$ cat src/rtl/riscv_pkg.sv
// Shared RISC-V core types: default bus widths and memory-port ownership encoding.
package riscv_pkg;

  localparam int unsigned DEF_ADDR_W = 32;
  localparam int unsigned DEF_DATA_W = 32;

  typedef enum logic [1:0] {
    OWN_IDLE,
    OWN_IF,
    OWN_DM
  } owner_e;

endpackage

$ cat src/rtl/riscv_mem_arbiter.sv
// Single-port RAM arbiter between fetch (IF) and load/store (DM): data-first priority,
// bounded DM streak against fetch starvation, read data returned one cycle after grant.
module riscv_mem_arbiter
  import riscv_pkg::*;
#(
  parameter int unsigned ADDR_W     = DEF_ADDR_W,
  parameter int unsigned DATA_W     = DEF_DATA_W,
  parameter int unsigned STREAK_MAX = 4
) (
  input  logic                clk,
  input  logic                reset,
  input  logic                if_req_i,
  input  logic [ADDR_W-1:0]   if_addr_i,
  output logic                if_gnt_o,
  output logic                if_rvalid_o,
  output logic [DATA_W-1:0]   if_rdata_o,
  input  logic                dm_req_i,
  input  logic                dm_we_i,
  input  logic [DATA_W/8-1:0] dm_be_i,
  input  logic [ADDR_W-1:0]   dm_addr_i,
  input  logic [DATA_W-1:0]   dm_wdata_i,
  output logic                dm_gnt_o,
  output logic                dm_rvalid_o,
  output logic [DATA_W-1:0]   dm_rdata_o,
  output logic                mem_en_o,
  output logic                mem_we_o,
  output logic [DATA_W/8-1:0] mem_be_o,
  output logic [ADDR_W-1:0]   mem_addr_o,
  output logic [DATA_W-1:0]   mem_wdata_o,
  input  logic [DATA_W-1:0]   mem_rdata_i,
  output logic                stall_o
);

  localparam logic [3:0] SMAX = 4'(STREAK_MAX);

  owner_e     owner_q;
  logic       we_q;
  logic [3:0] streak_q;
  logic       at_max;

  assign at_max = (streak_q == SMAX);

  always_comb begin
    if_gnt_o    = if_req_i & (~dm_req_i | at_max);
    dm_gnt_o    = dm_req_i & ~if_gnt_o;
    mem_en_o    = if_gnt_o | dm_gnt_o;
    mem_we_o    = 1'b0;
    mem_be_o    = '0;
    mem_addr_o  = '0;
    mem_wdata_o = '0;
    if (if_gnt_o) begin
      mem_be_o   = '1;
      mem_addr_o = if_addr_i;
    end else if (dm_gnt_o) begin
      mem_we_o    = dm_we_i;
      mem_be_o    = dm_be_i;
      mem_addr_o  = dm_addr_i;
      mem_wdata_o = dm_wdata_i;
    end
    stall_o = (if_req_i & ~if_gnt_o) | (dm_req_i & ~dm_gnt_o);
  end

  always_ff @(posedge clk or posedge reset) begin
    if (reset) begin
      owner_q  <= OWN_IDLE;
      we_q     <= 1'b0;
      streak_q <= '0;
    end else begin
      if (if_gnt_o)      owner_q <= OWN_IF;
      else if (dm_gnt_o) owner_q <= OWN_DM;
      else               owner_q <= OWN_IDLE;
      we_q <= dm_gnt_o & dm_we_i;
      // Streak only measures how long a waiting fetch has been passed over.
      if (!if_req_i || if_gnt_o)  streak_q <= '0;
      else if (dm_gnt_o && !at_max) streak_q <= streak_q + 4'd1;
    end
  end

  always_comb begin
    if_rvalid_o = (owner_q == OWN_IF);
    dm_rvalid_o = (owner_q == OWN_DM);
    if_rdata_o  = if_rvalid_o ? mem_rdata_i : '0;
    dm_rdata_o  = (dm_rvalid_o && !we_q) ? mem_rdata_i : '0;
  end

endmodule

$ cat config.mk
export PLATFORM = sky130hd
export DESIGN_NAME = riscv_mem_arbiter
export DESIGN_NICKNAME = d
export VERILOG_FILES = /design/src/rtl/riscv_pkg.sv /design/src/rtl/riscv_mem_arbiter.sv
export SDC_FILE = /design/constraint.sdc
export NUM_CORES = 1
export LEC_CHECK = 0
export CAP_MARGIN = 0
export CORE_AREA = 4 4 104 106
export DETAILED_ROUTE_END_ITERATION = 16
export DIE_AREA = 0 0 108 110
export PLACE_DENSITY = 0.62
export SYNTH_ARGS = -nofsm -noshare
export SYNTH_HDL_FRONTEND = slang
export SYNTH_SLANG_ARGS = --single-unit
$ cat constraint.sdc
create_clock -name clk -period 2.03 [get_ports clk]
set_input_delay 0.406 -clock clk [delete_from_list [all_inputs] [get_ports clk]]
set_output_delay 0.406 -clock clk [all_outputs]
set_load 0.01 [all_outputs]
==> results.txt <==
status - finished, violations left
failing checks - setup timing
Post-CTS Hold Fix Bufs - 0
post-DP HPWL - 7.882 mm
final WL - 10.43 mm
Max Clock Freq - 459.4 MHz
initial drt markers - 77
Core Region - 9774 µm²
area leader, netlist - and2_1
most common cell after layout, fill and taps aside - clkdlybuf4s50_1
Max H-tree Level - 1
metal3 WL - 1.225 mm
Synth Register Bits - 7
CP max stage cell - dfrtp_1
Final Hold Fails - 0
Slew @ Worst Pin - 266.6 ps
R2R Path Start - streak_q[0]
syn nets - 322
Max rail drop VDD - 152.3 µV
Synth top area share - 29.47%
crit-path cells - inv_2 -> ha_4 -> nand4b_4 -> and2_4 -> buf_8 -> buf_6 -> a22o_1 -> buf_2
family with the most delay on the worst path - buffers and inverters
most frequent cells in the layout - clkdlybuf4s50_1, and2_1, buf_2
top cells by area, synth - and2_1, a22o_1, and3_1
Slew Limit Fails - 0
largest net degree at the start of global routing - 18
FF-to-FF End - owner_q[1]
die area - 11880 µm²
Vias - 2563
Die Wd - 108 µm
Tmin final - 2177 ps
Mapped Cells - 183
maxcap violations - 0
Total Routing Usage GR - 16.05%
DR WL/cell - 16.99 µm
Ys Warns - 0
total power - 1.163 mW
Critical Path RT - 1620 ps
Port Buffers - 275
post-synthesis cell type count - 21
grt ovf - 0
# clock sinks - 7
period utilization - 107.2%
# DRC - 0
Setup Crit Path Kind - register to primary output
Rel. slew slack - 82.21%
number of buffers created by CTS - 3
Worst Clk Skew - 2.957 ps
CTS tree - built
syn_area_per_cell - 7.541 µm²
initial antenna violation count - 0
WHS - 410.8 ps
Critical Path End Type - primary output
Final nets - 621
Hold Crit Class - input port to asynchronous set/reset pin
Reg clk slew, reported paths - 40 ps
Area growth, synth to finish - 221.8%
post-layout worst setup margin - -146.9 ps
critical path peak fanout - 7
met2 WL - 5.432 mm
Die H - 110 µm
critical path launch point type - register
Core Rows - 36
Metal-1 WL - 3.661 mm
RD Place Congestion - 0.7687
Top Ports - 276
sequential area share after synthesis - 12.69%
n_diodes - 0
layout cells sized above 1 - 31.39%
CTS root buf - clkbuf_8
post-synthesis cell area - 1380 µm²
Clock Path Buffers - 2
pwr dens - 261.8 nW/µm²
slowest stage delay, CP - 380 ps
worst reg2reg path depth - 7
drt via density - 4.174
first-pass GRT wire length - 14.97 mm
crit path DAT - 1770 ps
vias in the first global route - 2754
DR top layer - met4
Register-to-Register Setup Slack - 530 ps
Pre-antenna DRT Iters - 4
Lkg Pwr - 2.337 nW
final setup fails - 66
buffers and inverters on the worst path - 4
final antenna-violating net count - 0
worst-skew pair later-pin latency - 230 ps
RSZ-0062 raised after global routing - true
Starting Density - 14.12%
==> report_power, final <==
part	leakage (nW)	total, mW	switching, mW	internal [mW]
registers	0.0922	0.149	0.00431	0.145
clock network	0.0228	0.200	0.0638	0.136
logic	2.22	0.813	0.295	0.518
total	2.34	1.16	0.363	0.799
==> sequential cells by signal (all words and copies together) (netlist names) <==
name      cells
we_q          1
streak_q      4
owner_q       2
==> worst max-delay path by stage <==
stage / to / cells past startpoint / slack, ps / from
after floorplan: mem_addr_o[22] / 7 / 180 / streak_q[0]
after global placement: mem_addr_o[18] / 5 / -570 / if_req_i
after detailed placement: mem_addr_o[18] / 5 / -560 / if_req_i
after global routing: mem_wdata_o[11] / 8 / -200 / streak_q[0]
after CTS: mem_addr_o[4] / 8 / -140 / streak_q[1]
final: mem_addr_o[4] / 8 / -150 / streak_q[0]
==> metrics by stage <==
| stage | utilization, % | cell area, µm² | worst slack [ps] | cells | TNS, ps |
|---|---|---|---|---|---|
| 3_5_place_dp | 44.38 | 4338 | -564.6 | 585 | -34170 |
| 3_3_place_gp | 44.38 | 4338 | -567.0 | 585 | -34380 |
| 4_1_cts | 46.67 | 4562 | -140.4 | 616 | -4158 |
| 2_1_floorplan | - | 1380 | 175.9 | 183 | 0 |
| 6_report | 45.43 | 4441 | -146.9 | 614 | -3656 |
| 5_1_grt | 45.43 | 4441 | -201.6 | 614 | -7767 |
==> layout make-up <==
cell class | count | area [µm²]
multi-input cells | 155 | 1172
well taps | 133 | 166.4
clock buffers | 4 | 45.04
inverters | 3 | 11.26
flip-flops and latches | 7 | 175.2
fillers | 1014 | 5334
repair buffers | 312 | 2870
==> layer usage <==
metal | vias to the layer above | GRT usage, %
li1 | 1241 | -
met1 | 1145 | 16.21
met2 | 169 | 32.02
met3 | 8 | 4.950
met4 | 0 | 3.607
met5 | - | 0
==> worst reg2reg max path, delay by kind of cell, from the launching register on <==
kind,cells,cell delay (ps)
adder cells (fa/ha/maj),1,170
buffers and inverters,4,500
flip-flops,1,380
AND/OR/NAND/NOR,2,340
==> what timing repair did <==
action,in CTS,in global routing
buffers inserted,16,2
pin swaps,9,6
endpoints found under the setup margin,137,88
resized for setup,411,48
cloned,11,0
==> cell families after synthesis <==
kind of cell,after synthesis,share of synthesized area (%)
AOI/OAI and AO/OA,37,23.84
DFF,7,12.69
adders and majority gates,2,1.813
xor gates and xnor gates,2,1.269
buffers and inverters,23,9.247
and+or+nand+nor,112,51.13
==> Yosys cell counts <==
cell type,count
inv_1,3
xor2_1,1
a21o_1,4
or2_2,1
clkbuf_1,13
nor2b_1,3
dfrtp_1,7
nand3_1,1
nand3b_2,1
ha_1,2
buf_4,3
and3_1,35
nor2_1,3
and2_4,1
buf_6,4
a22o_1,32
nand4b_2,1
a21boi_4,1
and2_1,65
nand2_1,1
xnor2_1,1
Note: power is estimated with default switching activity, not from simulation.
